[src/rtl/cc_seq_rank.sv]
// cc_seq_rank: serial-input score ranker.
// Loads N_STU scores under in_valid, optionally applies a linear transform,
// stably ranks the students with an odd-even transposition sort, counts how
// many are at or above the class average, then streams ranked IDs one per cycle.
module cc_seq_rank #(
    parameter int N_STU = 7,
    parameter int SW    = 4,
    parameter int IDW   = $clog2(N_STU)
) (
    input  logic           clk,
    input  logic           rst_n,
    input  logic           in_valid,
    input  logic [SW-1:0]  in_score,
    input  logic [2:0]     in_opt,
    input  logic [1:0]     in_a,
    input  logic [2:0]     in_b,
    output logic           out_valid,
    output logic [IDW-1:0] out_id,
    output logic [IDW:0]   out_pass
);

    localparam int VW   = SW + 4;
    localparam int SUMW = VW + IDW;

    localparam logic [IDW-1:0]         LAST_IDX = IDW'(N_STU - 1);
    localparam logic [IDW:0]           OUT_END  = (IDW + 1)'(N_STU);
    localparam logic signed [SUMW-1:0] N_DIV    = SUMW'(N_STU);

    typedef enum logic [2:0] {
        S_IDLE,
        S_LOAD,
        S_SORT,
        S_COUNT,
        S_OUT
    } state_t;

    state_t                 state;
    logic [2:0]             opt_q;
    logic [1:0]             a_q;
    logic [2:0]             b_q;
    logic signed [VW-1:0]   val_q [N_STU];
    logic [IDW-1:0]         id_q  [N_STU];
    logic [IDW-1:0]         load_cnt;
    logic [IDW-1:0]         sort_cnt;
    logic [IDW:0]           out_cnt;
    logic signed [SUMW-1:0] sum_q;
    logic signed [SUMW-1:0] avg_q;
    logic [IDW:0]           pass_q;

    logic signed [VW-1:0]   cap_v;
    logic signed [SUMW-1:0] cap_ext;
    logic signed [VW-1:0]   nxt_val [N_STU];
    logic [IDW-1:0]         nxt_id  [N_STU];
    logic [IDW:0]           pass_cnt;

    // Extend a raw score per the signedness bit, then optionally apply
    // v = score*(a+1) + b; VW bits leave enough headroom that nothing wraps.
    function automatic logic signed [VW-1:0] xform(
        input logic [SW-1:0] s,
        input logic [2:0]    opt,
        input logic [1:0]    a,
        input logic [2:0]    b
    );
        logic signed [VW-1:0] ext;
        logic signed [VW-1:0] gain;
        logic signed [VW-1:0] offs;
        logic signed [VW-1:0] prod;
        ext  = opt[0] ? $signed({{4{s[SW-1]}}, s}) : $signed({4'b0000, s});
        gain = $signed({{(VW-2){1'b0}}, a}) + $signed(VW'(1));
        offs = $signed({{(VW-3){1'b0}}, b});
        prod = ext * gain;
        return opt[2] ? (prod + offs) : ext;
    endfunction

    // Value of the score being captured this cycle; the first score of a frame
    // uses the live mode inputs because they are only registered on that cycle.
    always_comb begin
        cap_v   = (state == S_IDLE) ? xform(in_score, in_opt, in_a, in_b)
                                    : xform(in_score, opt_q, a_q, b_q);
        cap_ext = SUMW'(cap_v);
    end

    // One odd-even transposition pass; ties are broken by lower ID first
    // so the ordering is stable in both directions.
    always_comb begin
        nxt_val = val_q;
        nxt_id  = id_q;
        for (int i = 0; i < N_STU - 1; i++) begin
            if ((i % 2) == int'(sort_cnt[0])) begin
                if ((opt_q[1] ? (val_q[i] < val_q[i+1]) : (val_q[i] > val_q[i+1])) ||
                    ((val_q[i] == val_q[i+1]) && (id_q[i] > id_q[i+1]))) begin
                    nxt_val[i]   = val_q[i+1];
                    nxt_val[i+1] = val_q[i];
                    nxt_id[i]    = id_q[i+1];
                    nxt_id[i+1]  = id_q[i];
                end
            end
        end
    end

    // Number of students whose value is at or above the class average.
    always_comb begin
        pass_cnt = '0;
        for (int i = 0; i < N_STU; i++) begin
            if (SUMW'(val_q[i]) >= avg_q) begin
                pass_cnt = pass_cnt + (IDW + 1)'(1);
            end
        end
    end

    // Frame control FSM: capture, sort, count, then stream registered outputs.
    always_ff @(posedge clk or negedge rst_n) begin
        if (!rst_n) begin
            state     <= S_IDLE;
            opt_q     <= '0;
            a_q       <= '0;
            b_q       <= '0;
            load_cnt  <= '0;
            sort_cnt  <= '0;
            out_cnt   <= '0;
            sum_q     <= '0;
            avg_q     <= '0;
            pass_q    <= '0;
            out_valid <= 1'b0;
            out_id    <= '0;
            out_pass  <= '0;
            for (int k = 0; k < N_STU; k++) begin
                val_q[k] <= '0;
                id_q[k]  <= '0;
            end
        end else begin
            case (state)
                S_IDLE: begin
                    if (in_valid) begin
                        opt_q    <= in_opt;
                        a_q      <= in_a;
                        b_q      <= in_b;
                        val_q[0] <= cap_v;
                        sum_q    <= cap_ext;
                        load_cnt <= IDW'(1);
                        for (int k = 0; k < N_STU; k++) begin
                            id_q[k] <= IDW'(k);
                        end
                        state    <= S_LOAD;
                    end
                end
                S_LOAD: begin
                    if (!in_valid) begin
                        state <= S_IDLE;
                    end else begin
                        val_q[load_cnt] <= cap_v;
                        sum_q           <= sum_q + cap_ext;
                        if (load_cnt == LAST_IDX) begin
                            sort_cnt <= '0;
                            state    <= S_SORT;
                        end else begin
                            load_cnt <= load_cnt + IDW'(1);
                        end
                    end
                end
                S_SORT: begin
                    val_q <= nxt_val;
                    id_q  <= nxt_id;
                    avg_q <= sum_q / N_DIV;
                    if (sort_cnt == LAST_IDX) begin
                        state <= S_COUNT;
                    end else begin
                        sort_cnt <= sort_cnt + IDW'(1);
                    end
                end
                S_COUNT: begin
                    pass_q  <= pass_cnt;
                    out_cnt <= '0;
                    state   <= S_OUT;
                end
                S_OUT: begin
                    if (out_cnt == OUT_END) begin
                        out_valid <= 1'b0;
                        out_id    <= '0;
                        out_pass  <= '0;
                        state     <= S_IDLE;
                    end else begin
                        out_valid <= 1'b1;
                        out_id    <= id_q[out_cnt[IDW-1:0]];
                        out_pass  <= pass_q;
                        out_cnt   <= out_cnt + (IDW + 1)'(1);
                    end
                end
                default: begin
                    state <= S_IDLE;
                end
            endcase
        end
    end

endmodule
[config.mk]
export PLATFORM = sky130hd
export DESIGN_NAME = cc_seq_rank
export DESIGN_NICKNAME = d
export VERILOG_FILES = /design/src/rtl/cc_seq_rank.sv
export SDC_FILE = /design/constraint.sdc
export NUM_CORES = 1
export LEC_CHECK = 0
export ABC_AREA = 1
export BUFFER_PORTS_ARGS = -buffer_cell sky130_fd_sc_hd__buf_2
export CORE_MARGIN = 4
export CORE_UTILIZATION = 60
export DETAILED_ROUTE_END_ITERATION = 8
export GPL_TIMING_DRIVEN = 0
export PLACE_DENSITY = 0.87
export SKIP_LAST_GASP = 1
export SYNTH_ARGS = -nofsm -noshare
export SYNTH_HDL_FRONTEND = slang
export SYNTH_SLANG_ARGS = --single-unit
[constraint.sdc]
create_clock -name clk -period 6.7 [get_ports clk]
set_input_delay 0.335 -clock clk [delete_from_list [all_inputs] [get_ports clk]]
set_output_delay 0.335 -clock clk [all_outputs]
set_load 0.005 [all_outputs]
# Yosys cells after proc, flatten, opt, wreduce, memory -nomap -nowiden
# Index checks and enable logic that the tools add are counted.
[totals]
output_inout_bits = 8
input_bits = 15
wordCells = 206
ff_bits = 132
[op_classes]
bitwise = 2
eq_ne = 26
n_div = 1
mux = 75
n_mul = 2
n_addsub = 14
reduce_logical = 31
magnitude_cmp = 28
[ops]
columns = ["op", "n"]
rows = [
  ["16-bit 2-to-1 mux", 12],
  ["48-bit one-hot mux with 2 select lines", 1],
  ["8-bit by 11-bit greater-or-equal comparator with 1-bit output", 7],
  ["6-bit 2-to-1 mux", 12],
  ["56-bit bitwise mux", 1],
  ["56-bit 2-to-1 mux", 1],
  ["8-bit 2-to-1 mux", 7],
  ["8-bit equality test", 6],
  ["8-bit greater-than comparator", 6],
  ["8-bit < comparator", 6],
  ["21-bit one-hot mux with 2 select lines", 1],
  ["3-bit 2-to-1 mux", 13],
  ["4-bit 2-to-1 mux", 8],
  ["4-bit by 1-bit adder with 4-bit output (second input constant)", 7],
  ["8-bit demux with 3-bit select", 1],
  ["2-bit inequality test (second input constant)", 12],
  ["8-bit one-hot mux with 3 select lines", 1],
  ["4-bit AND reduction", 6],
  ["11-bit 2-to-1 mux", 2],
  ["11-bit one-hot mux with 2 select lines", 1],
  ["21-bit 2-to-1 mux", 1],
  ["3-bit greater-than comparator", 6],
  ["8-bit by 4-bit adder with 8-bit output", 2],
  ["8-bit by 4-bit multiplier with 8-bit output", 2],
  ["other kinds (25)", 57],
]

# Depth between registers and ports, before layout
# Gate-level depths: netlist of run 1.
[depth]
depth_word = 16
depth_mapped = 46
depth_no_buf = 46

# Least setup slack after synthesis of run 1
# No wires, ideal clock.
[synth_timing]
path_type = "register -> register"
startpoint = "register a_q[0]"
endpoint = "register sum_q[10]"
setup_time_ns = 0.129
slack_ns = 1.890
period_less_slack_ns = 4.810
stages_incl_launch_ff = 30
t_arrival_ns = 4.681
path_buffers = 0
t_required_ns = 6.571
path_cell_list = "dfrtp_1 > ha_1 > nand2_1 > inv_1 > ha_1 > ha_1 > inv_1 > fa_1 > fa_1 > xor2_1 > o21ai_0 > nand2_1 > inv_1 > ha_1 > a21oi_1 > inv_1 > a31oi_1 > nor2_1 > nor2_1 > o21bai_1 > nand2_1 > nand2_1 > a21oi_1 > nor2_1 > o21ai_0 > nand2_1 > a21oi_1 > o21a_1 > xnor2_1 > o21ai_0"
[synth_via]
elab_chain_cells = 8
elab_cells_between_ends = 9
cone_classes = "3 x add/sub; 1 x mul; 5 x mux"
[synth_lines]
columns = ["element", "line_no", "text"]
rows = [
  ["start, declared", "39", "logic [1:0] a_q;"],
  ["start signal, assigned", "136", "a_q <= in_a;"],
  ["2-bit by 1-bit adder with 3-bit output (*)", "69", "gain = $signed({{(VW-2){1'b0}}, a}) + $signed(VW'(1));"],
  ["8-bit by 4-bit multiplier with 8-bit output (*)", "71", "prod = ext * gain;"],
  ["8-bit by 4-bit adder with 8-bit output (*)", "72", "return opt[2] ? (prod + offs) : ext;"],
  ["8-bit 2-to-1 mux (*)", "72", ""],
  ["8-bit 2-to-1 mux (*)", "78", "cap_v = (state == S_IDLE) ? xform(in_score, in_opt, in_a, in_b)"],
  ["11-bit by 8-bit adder with 11-bit output", "152", "sum_q <= sum_q + cap_ext;"],
  ["11-bit 2-to-1 mux", "148", "if (!in_valid) begin"],
  ["11-bit one-hot mux with 2 select lines (*)", "132", "case (state)"],
  ["end signal, assigned", "139", "sum_q <= cap_ext;"],
  ["end signal, assigned", "152", ""],
  ["end, declared", "46", "logic signed [SUMW-1:0] sum_q;"],
]
# Every way passes the cells marked *; elsewhere a longest branch is shown, timed or not. The select of a mux whose other input is x is not followed.
# A chain may end at the register's enable or synchronous reset.

# Worst setup path after layout of run 1
[layout_timing]
startpoint = "register avg_q[2]"
endpoint = "register pass_q[1]"
[layout_via]
elab_chain_cells = 14
elab_cells_between_ends = 20
cone_classes = "6 x add/sub; 7 x order compare; 7 x mux"
[layout_lines]
columns = ["element", "line_no", "text"]
rows = [
  ["start, declared", "47", "logic signed [SUMW-1:0] avg_q;"],
  ["start signal, assigned", "164", "avg_q <= sum_q / N_DIV;"],
  ["8-bit by 11-bit greater-or-equal comparator with 1-bit output", "105", "if (SUMW'(val_q[i]) >= avg_q) begin"],
  ["1-bit 2-to-1 mux", "105", ""],
  ["4-bit by 1-bit adder with 4-bit output", "106", "pass_cnt = pass_cnt + (IDW + 1)'(1);"],
  ["4-bit 2-to-1 mux", "105", ""],
  ["4-bit by 1-bit adder with 4-bit output", "106", ""],
  ["4-bit 2-to-1 mux", "105", ""],
  ["4-bit by 1-bit adder with 4-bit output", "106", ""],
  ["4-bit 2-to-1 mux", "105", ""],
  ["4-bit by 1-bit adder with 4-bit output", "106", ""],
  ["4-bit 2-to-1 mux", "105", ""],
  ["4-bit by 1-bit adder with 4-bit output", "106", ""],
  ["4-bit 2-to-1 mux", "105", ""],
  ["4-bit by 1-bit adder with 4-bit output", "106", ""],
  ["4-bit 2-to-1 mux (*)", "105", ""],
  ["end signal, assigned", "172", "pass_q <= pass_cnt;"],
  ["end, declared", "48", "logic [IDW:0] pass_q;"],
]
# Every way passes the cells marked *; elsewhere a longest branch is shown, timed or not.

==> results.json, run 1 <==
{
  "grt_start_max_net_pins": 97,
  "rsz0062_at_grt": "false",
  "fin_nets": 2143,
  "cts_resized": 0,
  "antenna_left": 0,
  "maxSlewViolCount": 0,
  "numCtsBuffers": 17,
  "cts_sinks": 132,
  "finClkSkew_ns": 0.0195,
  "coreArea_um2": 22000,
  "wl_per_cell_um": 17.7,
  "synthCells": 1866,
  "initial_utilization_pct": 61.4,
  "area_growth_pct": 8.18,
  "cts_setup_buffers": 0,
  "slowest_stage": "o21ai_0",
  "crit_path_end_kind": "register",
  "reg2regPathDepth": 28,
  "syn_nets": 2101,
  "grt_pass1_wl_um": 63900,
  "grt_usage_pct": 31.7,
  "period_share_pct": 86.5,
  "dieHeight_um": 158,
  "drt_iter0_drc": 1309,
  "regToRegSetupSlack_ns": 0.90,
  "vias": 13800,
  "firstDrtPassIters": 8,
  "synthArstFlopShare_pct": 100,
  "finalSetupViolations": 0,
  "fin_crit_ns": 5.80,
  "synth_flop_cell": "dfrtp_1",
  "crit_start": "avg_q[2]",
  "num_io_pins": 23,
  "maxCapViolations": 0,
  "synth_top_family_by_area": "compound AO/OA/AOI/OAI gates",
  "hold_start": "in_b[0]",
  "tightest_slew_ns": 1.34,
  "cts_buffer_depth": 2,
  "hold_violations": 0,
  "yosysWarnings": 0,
  "clockRootBuffer": "clkbuf_16",
  "dp_hpwl_um": 30000,
  "final_cell_mix": "nand2_1 (335), inv_1 (294), ha_1 (207)",
  "timing.rr.start": "avg_q[2]",
  "yosys.area_share.simple_pct": 20.6,
  "synth_compound_area_share_pct": 21.9,
  "fmax_ghz": 0.172,
  "gp_congestion": 0.944,
  "crit_required_ns": 7.00,
  "synthMuxAreaShare_pct": 0,
  "cts_tree": "done",
  "die-area_um2": 25000,
  "cts_max_level": 4,
  "ys_ff_latch": 132,
  "path_clk_slew_ns": 0.07,
  "placed_area_um2": 14000,
  "grt-ovfl-total": 0,
  "yosys.cell_types.count": 56,
  "slew_headroom_pct": 9.91,
  "synth-xor-area-share_pct": 2.26,
  "fp-row-count": 54,
  "fin_setup_tns_ns": 0,
  "seqCellArea_um2": 3300,
  "syn_area_um2": 13500,
  "drc": 0,
  "crit_type": "register to register",
  "drt-vias-per-instance": 6.25,
  "clock_latency_ns": 0.45,
  "fillers": 1804,
  "final_common_cell": "nand2_1",
  "critical_path.max_fanout": 7,
  "worst_hold_path_type": "input pin to register",
  "layout-drive-gt1-share_pct": 5.57,
  "grt_pass1_vias": 13300,
  "synth.avg_cell_area_um2": 7.25,
  "max_stage_delay_ns": 0.63,
  "cp-start-kind": "register",
  "die_x_um": 158,
  "wl_um": 38900,
  "setup.worst_path.end": "pass_q[1]",
  "synth-edff-count": 0,
  "io_buffers": 21,
  "outcome": "finished clean",
  "yosysSeqAreaShare_pct": 24.4,
  "synthAdderAreaFrac_pct": 21.1,
  "antenna_found_initial": 1,
  "r2r-end": "pass_q[1]",
  "finalInstanceArea_um2": 14600,
  "multi_input_area_um2": 8900,
  "cp.arrival_ns": 6.10
}
-- cells by family (layout without fill, tap and decap cells) --
group,count (synthesis),in the layout
buf+inv,354,409
fa+ha+maj,220,220
xor+xnor,34,34
compound gates,485,485
other cells,0,1
flops,132,132
simple gates,641,641
-- synthesized netlist by cell type (all sizes together) (5+ instances only) --
library cell	number	area share, %
nor3	20	0.78
a21oi	114	4.2
ha	207	19
o31ai	7	0.39
fa	13	1.9
nand3	87	3.5
buf	7	0.24
o221ai	21	1.4
o211ai	59	3.3
a31oi	44	2.0
dfrtp	132	24
a221oi	6	0.39
o21bai	5	0.28
clkinv	6	0.17
a211oi	6	0.33
o22ai	15	0.69
o21ai	163	6.0
nand2	356	10
xnor2	8	0.52
inv	298	8.3
or2	5	0.23
o32ai	8	0.52
xor2	26	1.7
nand4	19	0.97
a32oi	11	0.71
nor2	146	4.2
clkbuf	43	1.2
-- critical path, delay by kind of cell, from the launching register on --
kind            cells  cell delay, ns
compound gates     12            2.34
flops               1            0.38
fa+ha+maj           5            1.55
simple gates        5            0.78
buf+inv             6            0.58
-- metrics by stage --
stage                     instances  util, %  hold slack [ns]  setup WS [ns]
after floorplan                1866        -           0.0394           1.89
after global placement         2167     63.5            0.459           1.01
after detailed placement       2168     63.7            0.251          0.937
after CTS                      2201     66.5            0.115          0.920
after global routing           2201     66.5            0.163          0.445
final                          2202     66.5            0.123          0.903
-- registers in the layout, summed over array words and instances, names as in the netlist --
register	cells
a_q	2
avg_q	11
b_q	3
id_q	21
load_cnt	3
opt_q	3
out_cnt	4
out_id	3
out_pass	4
out_valid	1
pass_q	4
sort_cnt	3
state	3
sum_q	11
val_q	56
-- per-layer routing --
layer / global-route usage, % / share of wire [%] / vias to the layer above
met2: 52.9 / 46 / 690
li1: - / - / 6504
met5: 0 / 0 / -
met3: 6.34 / 9.0 / 163
met4: 16.0 / 5.1 / 0
met1: 38.9 / 39 / 6406
-- how the worst min path moves through the flow --
| stage | end | slack [ns] | depth (start not counted) |
|---|---|---|---|
| after floorplan | a_q[0] | 0.04 | 0 |
| after global placement | out_valid | 0.46 | 2 |
| after detailed placement | out_pass[3] | 0.25 | 1 |
| after CTS | b_q[0] | 0.12 | 3 |
| after global routing | a_q[1] | 0.16 | 3 |
| final | b_q[0] | 0.12 | 3 |
-- repair_timing --
action / CTS / global route
endpoints found under the setup margin: 0 / 0
hold buffers: 1 / 0
hold endpoints to repair: 36 / 0
-- layout make-up --
class / count / area share (%)
multi-input combinational: 1380 / 60.8
inverter: 304 / 7.79
timing repair buffer: 23 / 1.02
sequential: 132 / 22.6
tap: 280 / 2.39
antenna: 1 / 0.0171
clock inverter: 15 / 1.23
buffer: 50 / 1.32
clock buffer: 17 / 2.91
Power of run 1 is not shown: default switching activity piles up to over one toggle a cycle in this logic, so the estimate is an artifact.
==> run 2, diff against run 1 <==
- GPL_TIMING_DRIVEN: 0 -> unset
==> results.json, run 2 (synthesis results as in run 1) <==
{
  "outcome": "finished clean",
  "die-area_um2": 25000,
  "setup.worst_path.end": "sum_q[10]",
  "fin_setup_tns_ns": 0,
  "reg_top3": "val_q x56, id_q x21",
  "coreArea_um2": 22000,
  "antenna_left": 0,
  "cts_resized": 0,
  "wl_um": 37600,
  "crit_required_ns": 7.02,
  "crit_start": "a_q[0]",
  "slew_headroom_pct": 13.1,
  "reg2regPathDepth": 30,
  "maxCapViolations": 0,
  "finalSetupViolations": 0,
  "grt_pass1_wl_um": 61300,
  "cp.arrival_ns": 5.94,
  "critPathTopFamily": "adder cells",
  "whs_ns": 0.120,
  "io_buffers": 22,
  "maxSlewViolCount": 0,
  "fin_crit_ns": 5.63,
  "fmax_ghz": 0.178,
  "numCtsBuffers": 17,
  "vias": 13400,
  "max_stage_delay_ns": 0.52,
  "layout-drive-gt1-share_pct": 6.06,
  "antenna_found_initial": 0,
  "firstDrtPassIters": 9,
  "dp_hpwl_um": 28100,
  "seqCellArea_um2": 3300,
  "cp-start-kind": "register",
  "r2r-end": "sum_q[10]",
  "multi_input_area_um2": 8900,
  "cts-hold-fix-buffers": 1,
  "fin_nets": 2102,
  "dp_cells": 2127,
  "cts_sinks": 132,
  "die_x_um": 158,
  "setup_ws_ns": 1.07,
  "cts_tree": "done",
  "n_antenna_cell": 0,
  "tightest_slew_ns": 1.30,
  "critPathBufInv": 3,
  "grt_usage_pct": 30.4,
  "slowest_stage": "fa_1",
  "cpMostUsedCell": "nand2_1",
  "timing.rr.start": "a_q[0]",
  "cp_num_cells": 30,
  "cts_setup_buffers": 0,
  "drc": 0,
  "area_growth_pct": 6.96,
  "cts_max_level": 4,
  "period_share_pct": 84.0,
  "cts_buffer_depth": 2,
  "fin_cells": 2160,
  "hold_violations": 0,
  "fillers": 1825,
  "critical_path.max_fanout": 9,
  "path_clk_slew_ns": 0.07,
  "num_io_pins": 23,
  "finClkSkew_ns": 0.0112,
  "rsz0062_at_grt": "false",
  "final_common_cell": "nand2_1",
  "grt-ovfl-total": 0,
  "grt_start_max_net_pins": 74,
  "fp-row-count": 54,
  "largest_reg_flops": 56,
  "clock_latency_ns": 0.45,
  "crit_type": "register to register",
  "final_cell_mix": "nand2_1 (335), inv_1 (294), ha_1 (207)",
  "initial_utilization_pct": 61.4,
  "drt-vias-per-instance": 6.22,
  "dieHeight_um": 158,
  "gp_congestion": 0.924,
  "regToRegSetupSlack_ns": 1.07,
  "clockRootBuffer": "clkbuf_16",
  "crit_path_end_kind": "register",
  "top_register": "val_q",
  "drt_iter0_drc": 1394,
  "pre_cts_ws_ns": 1.18,
  "wl_per_cell_um": 17.4,
  "worst_hold_path_type": "input pin to register",
  "grt_pass1_vias": 12700
}
-- run 2: worst min path at each step --
stage	to	slack, ns	depth (start not counted)	startpoint
global route	opt_q[1]	0.13	3	in_opt[1]
global placement	out_pass[3]	0.35	1	rst_n
floorplan	a_q[0]	0.04	0	rst_n
detailed placement	out_pass[3]	0.35	1	rst_n
CTS	b_q[0]	0.12	3	in_b[0]
finish	opt_q[1]	0.12	3	in_opt[1]
-- run 2: worst register-to-register path: cells and delay by family (launching register included) --
kind,cells,cell delay (ns)
xor+xnor,1,0.10
buf+inv,3,0.14
fa+ha+maj,6,2.23
flops,1,0.43
compound gates,9,1.45
simple gates,11,1.14
-- run 2: layer usage --
layer,vias to the layer above,wire (um),track usage (%)
met2,700,17600,50.9
met5,-,0,0
met1,6172,14800,37.7
met4,0,1850,14.8
met3,150,3340,5.74
li1,6408,-,-
-- run 2: final cells by class --
cell class | count | share of cell area (%)
Multi-Input combinational cell | 1380 | 61.5
Sequential cell | 132 | 22.8
Inverter | 304 | 7.88
Clock buffer | 17 | 2.94
Tap cell | 280 | 2.42
Timing Repair Buffer | 32 | 1.34
Clock inverter | 15 | 1.10
-- run 2: metrics by stage --
stage               utilization (%)  cell area [um2]
finish                         65.7            14500
global route                   65.7            14500
CTS                            65.7            14500
detailed placement             63.0            13900
global placement               63.0            13900
floorplan                         -            13500
Power of run 2 is left out for the same reason.
